<file path="src/rtl/busseq_pkg.sv">
// Shared types and constants for ext_bus_sequencer and its round-robin arbiter.
package busseq_pkg;

    localparam int BUSSEQ_DATA_W   = 32;
    localparam int BYTES           = BUSSEQ_DATA_W / 8;
    localparam int BUSSEQ_WAIT_MAX = 15;

    typedef enum logic [2:0] {
        IDLE,
        ADDR,
        CMD,
        DATA,
        DONE
    } busseq_state_e;

    localparam logic [7:0] CMD_READ  = 8'h00;
    localparam logic [7:0] CMD_WRITE = 8'h01;

    function automatic logic [7:0] cmd_byte(input logic we);
        return we ? CMD_WRITE : CMD_READ;
    endfunction

endpackage

</file>
<file path="src/rtl/busseq_rr_arb.sv">
// Two-way round-robin arbiter; last_grant resets to 1 so requester 0 wins the first tie.
module busseq_rr_arb (
    input  logic       clk,
    input  logic       rst_n,
    input  logic [1:0] valid,
    input  logic       accept,
    output logic [1:0] grant
);

    logic last_grant_q;
    logic last_grant_d;

    always_comb begin
        if (valid == 2'b11) begin
            grant = last_grant_q ? 2'b01 : 2'b10;
        end else begin
            grant = valid;
        end
        last_grant_d = last_grant_q;
        if (accept) begin
            last_grant_d = grant[1];
        end
    end

    always_ff @(posedge clk or negedge rst_n) begin
        if (!rst_n) begin
            last_grant_q <= 1'b1;
        end else begin
            last_grant_q <= last_grant_d;
        end
    end

endmodule

</file>
<file path="src/rtl/ext_bus_sequencer.sv">
// Serializes one 32-bit transaction at a time onto the 8-bit pad bus: address bytes, command, data bytes.
// Define BUSSEQ_WAIT_EN to stall DATA bytes on ext_rdy with a per-transaction timeout.
module ext_bus_sequencer
    import busseq_pkg::*;
#(
    parameter int DATA_W   = BUSSEQ_DATA_W,
    parameter int WAIT_MAX = BUSSEQ_WAIT_MAX
) (
    input  logic              clk,
    input  logic              rst_n,
    input  logic              req0_valid,
    output logic              req0_ready,
    input  logic              req0_we,
    input  logic [DATA_W-1:0] req0_addr,
    input  logic [DATA_W-1:0] req0_wdata,
    input  logic              req1_valid,
    output logic              req1_ready,
    input  logic              req1_we,
    input  logic [DATA_W-1:0] req1_addr,
    input  logic [DATA_W-1:0] req1_wdata,
    output logic              resp0_valid,
    output logic              resp1_valid,
    output logic [DATA_W-1:0] resp_rdata,
    output logic              resp_err,
    output logic [7:0]        pad_out,
    output logic [7:0]        pad_io_out,
    output logic [7:0]        pad_io_oe,
    input  logic [7:0]        pad_io_in,
    input  logic              ext_rdy,
    output busseq_state_e     dbg_state
);

    localparam int         NB   = DATA_W / 8;
    localparam logic [7:0] LAST = 8'(NB - 1);

    busseq_state_e     state_q, state_d;
    logic [7:0]        cnt_q, cnt_d;
    logic              owner_q, owner_d;
    logic              we_q, we_d;
    logic [DATA_W-1:0] addr_q, addr_d;
    logic [DATA_W-1:0] wdata_q, wdata_d;
    logic [DATA_W-1:0] rbuf_q, rbuf_d;
    logic [DATA_W-1:0] resp_rdata_q, resp_rdata_d;
    logic              resp_err_q, resp_err_d;
    logic              resp0_q, resp0_d;
    logic              resp1_q, resp1_d;
    logic [7:0]        pad_out_q, pad_out_d;
    logic [7:0]        pad_io_out_q, pad_io_out_d;
    logic [7:0]        pad_io_oe_q, pad_io_oe_d;
    logic              in_idle;
    logic [1:0]        grant;
    logic              accept;

`ifdef BUSSEQ_WAIT_EN
    localparam logic [7:0] WAIT_LIM = 8'(WAIT_MAX);
    logic [7:0] wait_cnt_q, wait_cnt_d;
`else
    logic unused_cfg;
    assign unused_cfg = ^{ext_rdy, 32'(WAIT_MAX)};
`endif

    // Handshake: a request transfers on the rising edge where reqN_valid & reqN_ready;
    // ready is only raised in IDLE (and never during reset) for the arbiter winner.
    assign in_idle = rst_n && (state_q == IDLE);

    busseq_rr_arb u_arb (
        .clk    (clk),
        .rst_n  (rst_n),
        .valid  (in_idle ? {req1_valid, req0_valid} : 2'b00),
        .accept (accept),
        .grant  (grant)
    );

    assign accept     = |grant;
    assign req0_ready = grant[0];
    assign req1_ready = grant[1];

    always_comb begin
        state_d      = state_q;
        cnt_d        = cnt_q;
        owner_d      = owner_q;
        we_d         = we_q;
        addr_d       = addr_q;
        wdata_d      = wdata_q;
        rbuf_d       = rbuf_q;
        resp_rdata_d = resp_rdata_q;
        resp_err_d   = 1'b0;
        resp0_d      = 1'b0;
        resp1_d      = 1'b0;
        pad_out_d    = 8'h00;
        pad_io_out_d = 8'h00;
        pad_io_oe_d  = 8'h00;
`ifdef BUSSEQ_WAIT_EN
        wait_cnt_d   = wait_cnt_q;
`endif
        case (state_q)
            IDLE: begin
                if (accept) begin
                    owner_d = grant[1];
                    we_d    = grant[1] ? req1_we    : req0_we;
                    addr_d  = grant[1] ? req1_addr  : req0_addr;
                    wdata_d = grant[1] ? req1_wdata : req0_wdata;
                    cnt_d   = 8'd0;
                    state_d = ADDR;
                end
            end
            ADDR: begin
                if (cnt_q == LAST) begin
                    cnt_d   = 8'd0;
                    state_d = CMD;
                end else begin
                    cnt_d = cnt_q + 8'd1;
                end
            end
            CMD: begin
                cnt_d   = 8'd0;
                state_d = DATA;
`ifdef BUSSEQ_WAIT_EN
                wait_cnt_d = 8'd0;
`endif
            end
            DATA: begin
`ifdef BUSSEQ_WAIT_EN
                if (!ext_rdy) begin
                    wait_cnt_d = wait_cnt_q + 8'd1;
                    if (wait_cnt_d == WAIT_LIM) begin
                        state_d    = DONE;
                        resp_err_d = 1'b1;
                    end
                end else
`endif
                begin
                    for (int k = 0; k < NB; k++) begin
                        if (!we_q && cnt_q == 8'(k)) begin
                            rbuf_d[8*k +: 8] = pad_io_in;
                        end
                    end
                    if (cnt_q == LAST) begin
                        state_d = DONE;
                        if (!we_q) begin
                            resp_rdata_d = rbuf_d;
                        end
                    end else begin
                        cnt_d = cnt_q + 8'd1;
                    end
                end
            end
            DONE:    state_d = IDLE;
            default: state_d = IDLE;
        endcase

        // Pads and the response pulse are registered from next-state values so they line up with the phase.
        if (state_d == DONE) begin
            resp0_d = ~owner_q;
            resp1_d = owner_q;
        end
        if (state_d == ADDR) begin
            for (int k = 0; k < NB; k++) begin
                if (cnt_d == 8'(k)) begin
                    pad_out_d = addr_d[8*k +: 8];
                    if (we_d) begin
                        pad_io_out_d = wdata_d[8*k +: 8];
                        pad_io_oe_d  = 8'hFF;
                    end
                end
            end
        end else if (state_d == CMD) begin
            pad_out_d = cmd_byte(we_d);
        end
    end

    always_ff @(posedge clk or negedge rst_n) begin
        if (!rst_n) begin
            state_q      <= IDLE;
            cnt_q        <= 8'd0;
            owner_q      <= 1'b0;
            we_q         <= 1'b0;
            addr_q       <= '0;
            wdata_q      <= '0;
            rbuf_q       <= '0;
            resp_rdata_q <= '0;
            resp_err_q   <= 1'b0;
            resp0_q      <= 1'b0;
            resp1_q      <= 1'b0;
            pad_out_q    <= 8'h00;
            pad_io_out_q <= 8'h00;
            pad_io_oe_q  <= 8'h00;
`ifdef BUSSEQ_WAIT_EN
            wait_cnt_q   <= 8'd0;
`endif
        end else begin
            state_q      <= state_d;
            cnt_q        <= cnt_d;
            owner_q      <= owner_d;
            we_q         <= we_d;
            addr_q       <= addr_d;
            wdata_q      <= wdata_d;
            rbuf_q       <= rbuf_d;
            resp_rdata_q <= resp_rdata_d;
            resp_err_q   <= resp_err_d;
            resp0_q      <= resp0_d;
            resp1_q      <= resp1_d;
            pad_out_q    <= pad_out_d;
            pad_io_out_q <= pad_io_out_d;
            pad_io_oe_q  <= pad_io_oe_d;
`ifdef BUSSEQ_WAIT_EN
            wait_cnt_q   <= wait_cnt_d;
`endif
        end
    end

    assign resp0_valid = resp0_q;
    assign resp1_valid = resp1_q;
    assign resp_rdata  = resp_rdata_q;
    assign resp_err    = resp_err_q;
    assign pad_out     = pad_out_q;
    assign pad_io_out  = pad_io_out_q;
    assign pad_io_oe   = pad_io_oe_q;
    assign dbg_state   = state_q;

endmodule

</file>
<file path="config.mk">
export PLATFORM = sky130hd
export DESIGN_NAME = ext_bus_sequencer
export DESIGN_NICKNAME = d
export VERILOG_FILES = /design/src/rtl/busseq_pkg.sv /design/src/rtl/busseq_rr_arb.sv /design/src/rtl/ext_bus_sequencer.sv
export SDC_FILE = /design/constraint.sdc
export NUM_CORES = 1
export LEC_CHECK = 0
export ABC_AREA = 1
export BUFFER_PORTS_ARGS = -buffer_cell sky130_fd_sc_hd__buf_2
export CAP_MARGIN = 20
export CORE_MARGIN = 2
export CORE_UTILIZATION = 25
export DETAILED_ROUTE_END_ITERATION = 12
export GPL_TIMING_DRIVEN = 0
export PLACE_DENSITY_LB_ADDON = 0.2
export SLEW_MARGIN = 20
export SYNTH_ARGS = -nofsm -noshare
export SYNTH_HDL_FRONTEND = slang
export SYNTH_SLANG_ARGS = --single-unit
</file>
<file path="constraint.sdc">
create_clock -name clk -period 4.33 [get_ports clk]
set_clock_uncertainty 0.15 [all_clocks]
set_input_delay 1.0825 -clock clk [delete_from_list [all_inputs] [get_ports clk]]
set_output_delay 1.0825 -clock clk [all_outputs]
set_load 0.01 [all_outputs]
</file>
**After elaboration in Yosys (flattened, before gate mapping)**

Index checks and enable logic that the tools add are counted.
W data, S select, Z words.

- Add/subtract/negate cells: 1
- $mul: 0
- Div/mod/pow operators: 0
- Order comparisons: 0
- Equality and inequality tests: 13
- Shift operators: 0
- Multiplexer cells: 51
- Bitwise logic cells: 2
- Reductions and logical operators: 12

Operators with widths:

| operator | number |
|---|---|
| $mux W8 | 30 |
| $mux W32 | 6 |
| $eq A8 B2 Y1 const B | 4 |
| $pmux W8 S4 | 1 |
| $eq A8 B1 Y1 const B | 2 |
| $logic_not A8 Y1 | 2 |
| $pmux W3 S4 | 1 |
| $eq A3 B2 Y1 const B | 3 |
| $mux W3 | 3 |
| $add A8 B1 Y8 const B | 1 |
| $mux W1 | 7 |
| $eq A3 B1 Y1 const B | 2 |
| $mux W2 | 3 |
| $logic_and A1 B1 Y1 | 5 |
| $eq A3 B3 Y1 const B | 1 |
| $logic_not A3 Y1 | 1 |
| $reduce_and A3 Y1 | 1 |
| $eq A2 B2 Y1 const B | 1 |
| $not A1 Y1 | 2 |
| $reduce_and A2 Y1 | 1 |
| $reduce_or A2 Y1 | 1 |
| $logic_not A1 Y1 | 1 |

- Register bits after elaboration: 168
- Bits in latches: 0
- Bits in writable memories: 0
- Memory bits (read-only): 0
- Input bits: 143
- Output and inout port bits: 64
- Logic and storage cells: 93
- Memories kept: 0

**Logic depth before layout (Yosys ltp)**

- Depth in word-level cells: 17
- Mapped depth: 17
- Gate-level depth less buffers: 16

**Modules after synthesis**

A second synthesis with hierarchy kept.

- Cell total of the unflattened synthesis: 937
- Area, all modules: 7694.9 um^2

By module, submodules not included:

| module | times used | cells an instance | area an instance (um^2) | seq. area each (um^2) |
|---|---|---|---|---|
| ext_bus_sequencer | 1 | 928 | 7631.1 | 3803.6 |
| busseq_rr_arb | 1 | 9 | 63.8 | 26.3 |

**Worst setup path after synthesis**

No wires, ideal clock.

- Path type: input to output
- Start point: input port req1_valid
- End point: output port req1_ready
- Arrival time: 1.794 ns
- Data required time: 3.098 ns
- Setup slack: 1.304 ns
- Stages on the path: 5
- Path through: a21boi_0 nand2_1 inv_2 buf_2 buf_2

- Word-level cells in the longest chain between the ends: 3

RTL lines:

| element | line | RTL |
|---|---|---|
| start, declared | ext_bus_sequencer.sv:16 | `input logic req1_valid,` |
| $mux W2 * | ext_bus_sequencer.sv:69 | `.valid (in_idle ? {req1_valid, req0_valid} : 2'b00),` |
| $eq A2 B2 Y1 | busseq_rr_arb.sv:14 | `if (valid == 2'b11) begin` |
| $mux W2 * | busseq_rr_arb.sv:14 |  |
| end, declared | ext_bus_sequencer.sv:17 | `output logic req1_ready,` |

Mark *: on every way between the ends. The rest lies on a longest branch, timed or not.

**Final worst setup path**

- Start point: input port rst_n
- End point: output port req1_ready

- Word-level cells in the longest chain between the ends: 4

RTL lines:

| element | line | RTL |
|---|---|---|
| start, declared | ext_bus_sequencer.sv:10 | `input logic rst_n,` |
| $logic_and A1 B1 Y1 * | ext_bus_sequencer.sv:64 | `assign in_idle = rst_n && (state_q == IDLE);` |
| $mux W2 * | ext_bus_sequencer.sv:69 |  |
| $eq A2 B2 Y1 | busseq_rr_arb.sv:14 |  |
| $mux W2 * | busseq_rr_arb.sv:14 |  |

Marks and branches as above.

==> impl_metrics.env <==
export IMPL_slew_violations=0
export IMPL_status="finished clean"
export IMPL_cts_clk_slew_worst_paths_ps=70
export IMPL_cp_end_kind="output pin"
export IMPL_yosysSeqAreaShare_pct=49.2
export IMPL_cts_tree="yes"
export IMPL_grt_util_met3_pct=2.79
export IMPL_worst_slew_pin_slew_ps=877
export IMPL_cts_root_buf="clkbuf_16"
export IMPL_ant_nets=0
export IMPL_p_per_area_mw_per_mm2=735
export IMPL_cp_cell_sequence="buf_16 -> buf_16 -> inv_1 -> nor2_4 -> nand2_1 -> inv_2 -> clkbuf_4 -> buf_2"
export IMPL_post_dp_hpwl_mm=19.9
export IMPL_seqCellArea_mm2=0.00383
export IMPL_h_tree_depth=4
export IMPL_critPathMaxStageDelay_ps=320
export IMPL_drc=0
export IMPL_crit_family="buffers and inverters"
export IMPL_hp_class="reg -> reg"
export IMPL_grt_max_degree=45
export IMPL_synth_distinct_cells=42
export IMPL_post_cts_buffers=0
export IMPL_antenna_cells=0
export IMPL_core_area_mm2=0.0307
export IMPL_drtPass1Iterations=5
export IMPL_finalCritPeriodShare_pct=92.7
export IMPL_grt_busiest_layer="met2"
export IMPL_post_route_cell_area_mm2=0.0100
export IMPL_synth_edf_count=0
export IMPL_async_flop_share_pct=100
export IMPL_wl_per_cell_um=16.5
export IMPL_fmax_ghz=0.249
export IMPL_synth_area_mm2=0.00779
export IMPL_dieArea_mm2=0.0326
export IMPL_routed_via_count=7140
export IMPL_synth_cells=966
export IMPL_routabilityCongestion=0.840
export IMPL_drt_initial_drc_count=445
export IMPL_placed_area_mm2=0.00934
export IMPL_drive_gt1_share_pct=28.0
export IMPL_met2_usage_pct=24.9
export IMPL_fill_cells=3377
export IMPL_io_pins=207
export IMPL_final_cell_mix="nand2_1 (316), buf_2 (222), dfrtp_1 (152), o21ai_0 (85), nor2_1 (68)"
export IMPL_portBuffers=204
export IMPL_synth_top_flop_cell="dfrtp_1"
export IMPL_grtUsageTotal_pct=16.4
export IMPL_area_growth_pct=28.6
export IMPL_grt_overflow=0
export IMPL_finalSetupViolCount=0
export IMPL_worstSetupStartpointType="primary input"
export IMPL_grt_antenna_before_repair=0
export IMPL_die_height_um=181
export IMPL_ir_drop_uv=285
export IMPL_avgSynthCellArea_um2=8.06
export IMPL_critical_path_class="in -> out"
export IMPL_critical_path_arrival_ps=2780
export IMPL_grt_pass1_wl_mm=41.0
export IMPL_grt_use_met1_pct=24.1
export IMPL_cts_sinks=153
export IMPL_timing_hold_violations_final=0
export IMPL_slew_headroom_pct=41.2
export IMPL_path_max_fanout=44
export IMPL_routed_wl_mm=26.4
export IMPL_yosys_warnings=0
export IMPL_grt_setup_unrepaired="false"
export IMPL_synth_seq_cells=153
export IMPL_cap_violations=0
export IMPL_p_leak_nw=5.04
export IMPL_tns_ps=0
export IMPL_num_nets_final=1339
export IMPL_vias_per_cell=4.46
export IMPL_multiInputGateArea_mm2=0.00339
export IMPL_rows=64
export IMPL_die_x_um=181
export IMPL_syn_num_nets=1114
export IMPL_crit_top_cell="buf_16"
export IMPL_crit_buf_inv=6
export IMPL_grt_pass1_vias=7028
export IMPL_fin_crit_ps=4010
export IMPL_initial_utilization_pct=25.4
export IMPL_clk_latency_ps=440
export IMPL_cp_required_ps=3100
export IMPL_cpMaxStageDelayCell="inv_2"
export IMPL_clockBufferDepth=2
export IMPL_layout_commonest_cell="nand2_1"
export IMPL_cts_buffers=17
## cell type report
| class | instances | area share, % |
|---|---|---|
| Tap cell | 396 | 4.95 |
| Clock buffer | 17 | 4.25 |
| Timing Repair Buffer | 207 | 11.3 |
| Inverter | 68 | 2.57 |
| Buffer | 56 | 3.12 |
| Multi-Input combinational cell | 688 | 33.8 |
| Clock inverter | 15 | 1.70 |
| Sequential cell | 153 | 38.2 |
## cells in the mapped netlist (all sizes together) (5+ instances only)
cell | number | share of area, %
or2 | 22 | 1.8
nand3 | 50 | 3.3
inv | 67 | 3.3
nand2 | 325 | 16
o211ai | 8 | 0.77
buf | 41 | 3.3
nor2 | 83 | 5.0
clkbuf | 16 | 0.77
a21oi | 17 | 1.1
ha | 5 | 0.80
nand4 | 5 | 0.40
o2111ai | 7 | 0.79
mux2i | 24 | 3.1
o21ai | 88 | 5.7
a31oi | 42 | 3.4
dfrtp | 152 | 49
## flip-flops by register name, indices dropped and copies added, names as in the netlist, 3 cells and up
signal and flops:
rbuf_q 24, pad_out 8, dbg_state 3, addr_q 32, pad_io_out 8, cnt_q 8, resp_rdata 32, wdata_q 32
## worst paths after layout
kind | startpoint | end | slack, ps | cells after the start
worst max-delay path | rst_n | req1_ready | 320 | 8
worst min-delay path | owner_q | resp0_valid | 280 | 1
worst max register to register | cnt_q[1] | pad_io_oe[6] | 1180 | 8
worst min register to register | owner_q | resp0_valid | 280 | 1
max in group asynchronous | rst_n | rbuf_q[23] | 3060 | 2
min in group asynchronous | rst_n | resp_rdata[27] | 330 | 1
## power breakdown
part	leakage (nW)	switching (W)	internal (W)	total [W]
combinational	2.94	0.00227	0.00124	0.00351
clock	0.288	0.000743	0.000779	0.00152
sequential	1.81	0.000267	0.00206	0.00233
total	5.04	0.00328	0.00408	0.00736
## routing by layer
layer | share of wire [%] | vias to the layer above
li1 | - | 3598
met1 | 51 | 3321
met2 | 43 | 202
met3 | 4.4 | 19
met4 | 1.1 | 0
met5 | 0 | -
## what timing repair did
| item | 4_1_cts | 5_1_grt |
|---|---|---|
| resized for setup | 2 | 1 |
| hold buffers | 0 | 0 |
| endpoints found under the setup margin | 1 | 1 |
| cloned | 2 | 0 |
## through the flow
stage | utilization, % | hold slack [ps] | power, W | std cells | setup WS, ps
6_report | 32.7 | 281 | 0.00736 | 1600 | 318
5_1_grt | 32.7 | 307 | 0.00797 | 1600 | 91.5
3_3_place_gp | 30.3 | 261 | 0.00584 | 1566 | -2590
2_1_floorplan | - | 253 | 0.00465 | 966 | 1300
3_5_place_dp | 30.5 | 264 | 0.00588 | 1567 | -406
4_1_cts | 32.7 | 281 | 0.00744 | 1601 | 83.2
## cell families (layout without fill, tap and decap cells)
logic type	after synthesis	after routing	synth area share (%)
buffers and inverters	125	363	7.36
xor gates and xnor gates	2	2	0.225
AOI/OAI and AO/OA	167	167	12.4
DFF	153	153	49.2
muxes	24	24	3.08
other	1	1	0.0481
adders and majority gates	5	5	0.803
and+or+nand+nor	489	489	26.9
Power figures use the tool's default switching activity.
